**config.mk**
```make
export PLATFORM = sky130hd
export DESIGN_NAME = serial_adder
export DESIGN_NICKNAME = d
export VERILOG_FILES = /design/src/rtl/serial_adder_pkg.sv /design/src/rtl/serial_adder_fa.sv /design/src/rtl/serial_adder.sv
export SDC_FILE = /design/constraint.sdc
export NUM_CORES = 1
export LEC_CHECK = 0
export ABC_AREA = 0
export BUFFER_PORTS_ARGS = -buffer_cell sky130_fd_sc_hd__clkbuf_2
export CORE_ASPECT_RATIO = 0.6
export CORE_MARGIN = 8
export CORE_UTILIZATION = 40
export DETAILED_ROUTE_END_ITERATION = 16
export HOLD_SLACK_MARGIN = 0.15
export MAX_ROUTING_LAYER = met4
export PLACE_DENSITY = 0.6
export SLEW_MARGIN = 20
export SYNTH_ARGS = -nofsm -noshare
export SYNTH_HDL_FRONTEND = slang
export SYNTH_SLANG_ARGS = --single-unit
```
**constraint.sdc**
```tcl
create_clock -name clk -period 1.8 [get_ports clk]
set_clock_uncertainty 0.15 [all_clocks]
set_input_delay 0.36 -clock clk [delete_from_list [all_inputs] [get_ports clk]]
set_output_delay 0.36 -clock clk [all_outputs]
set_load 0.02 [all_outputs]
```
**src/rtl/serial_adder_pkg.sv**
```systemverilog
// serial_adder_pkg: shared types and constants for the bit-serial adder.
//   sa_state_e   - FSM state encoding (IDLE / RUN / DONE)
//   SA_DEFAULT_N - default operand/result width
package serial_adder_pkg;

    localparam int unsigned SA_DEFAULT_N = 8;

    typedef enum logic [1:0] {
        IDLE = 2'd0,
        RUN  = 2'd1,
        DONE = 2'd2
    } sa_state_e;

endpackage : serial_adder_pkg

```
**src/rtl/serial_adder_fa.sv**
```systemverilog
// full_adder1: single-bit full adder, the per-bit datapath of serial_adder.
//   a, b, ci : addend bits and carry-in
//   s, co    : sum bit and carry-out (combinational)
module full_adder1 (
    input  logic a,
    input  logic b,
    input  logic ci,
    output logic s,
    output logic co
);

    assign s  = a ^ b ^ ci;
    assign co = (a & b) | (ci & (a ^ b));

endmodule : full_adder1

```
**src/rtl/serial_adder.sv**
```systemverilog
// serial_adder: bit-serial adder, LSB first, one bit per clock.
//   clk, rst_n   : clock, asynchronous active-low reset
//   start        : new operation request, accepted only in IDLE
//   x, y, cIn    : operands and carry-in, captured on the accepted start
//   op           : (SERIAL_ADDER_SUB_EN builds only) 1 = x - y - cIn
//   busy         : high while bits are being processed
//   done         : one-cycle pulse, N+1 cycles after start is accepted
//   z, c, v      : sum, carry (borrow when subtracting), signed overflow;
//                  held from done until the next completion
// Build option: define SERIAL_ADDER_SUB_EN to add the op port (subtraction).
module serial_adder
    import serial_adder_pkg::*;
#(
    parameter int unsigned N = SA_DEFAULT_N
) (
    input  logic         clk,
    input  logic         rst_n,
    input  logic         start,
    input  logic [N-1:0] x,
    input  logic [N-1:0] y,
    input  logic         cIn,
`ifdef SERIAL_ADDER_SUB_EN
    input  logic         op,
`endif
    output logic         busy,
    output logic         done,
    output logic [N-1:0] z,
    output logic         c,
    output logic         v
);

    localparam int unsigned    CW   = (N > 1) ? $clog2(N) : 1;
    localparam logic [CW-1:0]  LAST = CW'(N - 1);

    sa_state_e     state_q, state_d;
    logic [N-1:0]  xs_q;      // x shifts out LSB-first while sum bits shift in at the MSB
    logic [N-1:0]  ys_q;
    logic          cy_q;
    logic          sub_q;
    logic [CW-1:0] cnt_q;
    logic          busy_q, busy_d;
    logic          done_q, done_d;
    logic [N-1:0]  z_q;
    logic          c_q, v_q;

    logic          sub_in;
    logic          accept, step, last_bit;
    logic          fa_b, fa_s, fa_co;

`ifdef SERIAL_ADDER_SUB_EN
    assign sub_in = op;
`else
    assign sub_in = 1'b0;
`endif

    assign last_bit = (cnt_q == LAST);

    // Subtraction feeds ~y; the carry chain is seeded with ~cIn at accept.
    assign fa_b = ys_q[0] ^ sub_q;

    full_adder1 u_fa (
        .a  (xs_q[0]),
        .b  (fa_b),
        .ci (cy_q),
        .s  (fa_s),
        .co (fa_co)
    );

    // State register
    always_ff @(posedge clk or negedge rst_n) begin
        if (!rst_n) state_q <= IDLE;
        else        state_q <= state_d;
    end

    // Next-state logic
    always_comb begin
        state_d = state_q;
        unique case (state_q)
            IDLE:    if (start)    state_d = RUN;
            RUN:     if (last_bit) state_d = DONE;
            DONE:                  state_d = IDLE;
            default:               state_d = IDLE;
        endcase
    end

    // Output / datapath-control decode
    always_comb begin
        accept = 1'b0;
        step   = 1'b0;
        busy_d = 1'b0;
        done_d = 1'b0;
        accept = (state_q == IDLE) && start;
        step   = (state_q == RUN);
        busy_d = (state_d == RUN);
        done_d = (state_d == DONE);
    end

    // Datapath and registered outputs
    always_ff @(posedge clk or negedge rst_n) begin
        if (!rst_n) begin
            xs_q   <= '0;
            ys_q   <= '0;
            cy_q   <= 1'b0;
            sub_q  <= 1'b0;
            cnt_q  <= '0;
            busy_q <= 1'b0;
            done_q <= 1'b0;
            z_q    <= '0;
            c_q    <= 1'b0;
            v_q    <= 1'b0;
        end else begin
            busy_q <= busy_d;
            done_q <= done_d;
            if (accept) begin
                xs_q  <= x;
                ys_q  <= y;
                cy_q  <= cIn ^ sub_in;
                sub_q <= sub_in;
                cnt_q <= '0;
            end else if (step) begin
                xs_q <= {fa_s, xs_q[N-1:1]};
                ys_q <= {1'b0, ys_q[N-1:1]};
                cy_q <= fa_co;
                if (last_bit) begin
                    z_q <= {fa_s, xs_q[N-1:1]};
                    c_q <= fa_co ^ sub_q;
                    // cy_q is the carry into the MSB on this edge
                    v_q <= cy_q ^ fa_co;
                end else begin
                    cnt_q <= cnt_q + CW'(1);
                end
            end
        end
    end

    assign busy = busy_q;
    assign done = done_q;
    assign z    = z_q;
    assign c    = c_q;
    assign v    = v_q;

endmodule : serial_adder

```
==> reports/metrics.cfg <==
[cts]
tritoncts=done
htree_levels=2
cts_sinks=34
cts_max_path_buffers=2
root_buffer=clkbuf_8
cts-resized-gates=0
clk_pin_slew_ns=0.07
clk_latency_ns=0.29
numCtsBuffers=5

[routing]
via_count=1116
firstDrtPassIters=4
wl_met1_mm=1.723
wirelength_mm=3.554
drc=0
detail-route-antenna-nets=0
route.met2.wl_mm=1.634
wl_met3_um=172
routedWlPerCell_um=17.42
drt_iter0_markers=48
viasPerCell=5.471
top_layer=met4

[global_routing]
grt_pass1_wl_mm=6.044
grt_pass1_vias=1226
grt_max_degree=35
antenna_found_initial=0
track_usage_pct=12.34
gr-total-overflow=0

[outcome]
status=finished clean

[layout]
area_delta_synth_final_pct=20.42
final_cell_mix=dfrtp_1, clkbuf_2, or4b_1, o221a_2
drive_gt1_share_pct=50.65
layout_commonest_cell=dfrtp_1
instances_no_fill=204
stdcell_area_mm2=0.001941
final_nets=177
antenna_cells=0

[worst_setup_path]
crit_path_max_fanout=11
cp-end-kind=flop
startpoint_type=flop
crit_type=reg2reg
required_ns=1.82
cp.arrival_ns=1.75

[synthesis]
yosysWarnings=0
ys_seq_area_share_pct=52.80
syn_area_per_cell_um2=13.89
ys_ff_latch=34
syn_nets=140
netlist_area_mm2=0.001612
synthDistinctLibCells=26
syn_inst=116

[timing]
hold_ws_ns=0.2304
finalCriticalPeriod_ns=1.728
min_period_over_period_pct=96.03
setup_viol=0
finalMaxSlewViolations=0
fmaxAchievable_mhz=578.5
worst-slew-pin-transition_ns=0.4308
hold_viol=0
relSlewSlack_pct=71.28

[die]
die_w_um=97.95
core_mm2=0.003986
rows=18
die_h_um=65.17
start_util_pct=40.43
dieArea_mm2=0.006383
io_pins=32

[place]
placed_cells=194
hpwlAfterDp_mm=2.556
dpl_cell_area_mm2=0.001828
portBuffers=31
gp_congestion=0.7195

[run]
maxCapViolations=0

[power_and_ir_drop]
peakVddDrop_mv=0.6236
p_leak_nw=0.8844
p_per_area_mw_per_mm2=1732

[min_path]
hp-class=in2reg

repair_timing:
item	4_1_cts	5_1_grt
hold buffers	1	0
setup buffers	0	1
endpoints found under the hold margin	34	0
endpoints found under the setup margin	0	11
stage by stage:
| step | worst slack, ns | util, % | setup TNS (ns) | total power, mW |
|---|---|---|---|---|
| detailed placement | 0.04397 | 45.86 | 0 | 2.778 |
| global placement | 0.09579 | 45.86 | 0 | 2.711 |
| global route | -0.006003 | 48.68 | -0.01284 | 3.613 |
| CTS | 0.03122 | 48.49 | 0 | 3.379 |
| finish | 0.07151 | 48.68 | 0 | 3.362 |
| floorplan | 0.1045 | - | 0 | 2.348 |
routing by layer:
layer	vias up	track usage [%]
met4	0	4.432
met1	552	15.01
met3	4	4.215
met2	27	18.85
li1	533	-
met5	-	-
final timing paths:
check	startpoint	endpoint	slack, ns	cells after the start
max	cnt_q[0]$_DFFE_PN0P_	z[3]$_DFFE_PN0P_	0.07	4
min	y[7]	ys_q[7]$_DFFE_PN0P_	0.23	3
max reg2reg	cnt_q[0]$_DFFE_PN0P_	z[3]$_DFFE_PN0P_	0.07	4
min reg2reg	z[7]$_DFFE_PN0P_	z[7]$_DFFE_PN0P_	0.36	1
max in group asynchronous	rst_n	cy_q$_DFFE_PN0P_	0.71	3
min in group asynchronous	rst_n	xs_q[4]$_DFFE_PN0P_	0.48	3
cells in the mapped netlist:
library cell,instances,area share (%)
a211o_1,3,1.6
a21oi_1,2,0.62
and3_1,3,1.2
and4b_1,1,0.62
buf_2,5,1.6
buf_6,2,1.4
clkbuf_1,3,0.70
clkbuf_2,2,0.62
dfrtp_1,34,53
fa_1,1,1.2
ha_1,3,2.3
inv_1,1,0.23
mux2_2,10,7.0
nand2_1,2,0.47
nand2b_1,2,0.78
nand3b_2,1,0.70
nor4b_1,1,0.54
nor4bb_1,2,1.2
o21ba_2,1,0.62
o21bai_1,1,0.47
o221a_2,16,11
o311ai_0,1,0.54
or3b_1,1,0.54
or3b_2,1,0.54
or4b_1,16,9.9
xor2_1,1,0.54
final cells by class:
cell class | instances | area [um2]
clock buffers | 6 | 82.58
clock inverters | 2 | 12.51
well taps | 50 | 62.56
multi-input cells | 69 | 688.2
inverters | 1 | 3.754
fillers | 351 | 2046
flip-flops and latches | 34 | 850.8
repair buffers | 42 | 240.2
report_power, final:
group	internal, mW	switching, mW	total (mW)	leakage (nW)
combinational	0.736	0.650	1.39	0.442
clock	0.308	0.291	0.599	0.0472
sequential	1.12	0.255	1.38	0.396
total	2.17	1.20	3.36	0.884
kinds of logic after synthesis:
| kind of cell | share of synthesized area, % |
|---|---|
| compound gates | 15.06 |
| xor+xnor | 0.5436 |
| buf+inv | 4.503 |
| simple gates | 16.54 |
| flops | 52.80 |
| fa+ha+maj | 3.572 |
| mux | 6.988 |
sequential cells by signal, indices dropped and copies added, names as in the netlist, 2 cells and up:
name     cells
cnt_q        3
state_q      2
xs_q         8
ys_q         8
z            8
critical path, cell delays in order (launching register included):
cell,delay (ns)
dfrtp_1,0.38
ha_1,0.22
ha_1,0.21
nand3b_2,0.27
mux2_2,0.38
Power figures use the tool's default switching activity.
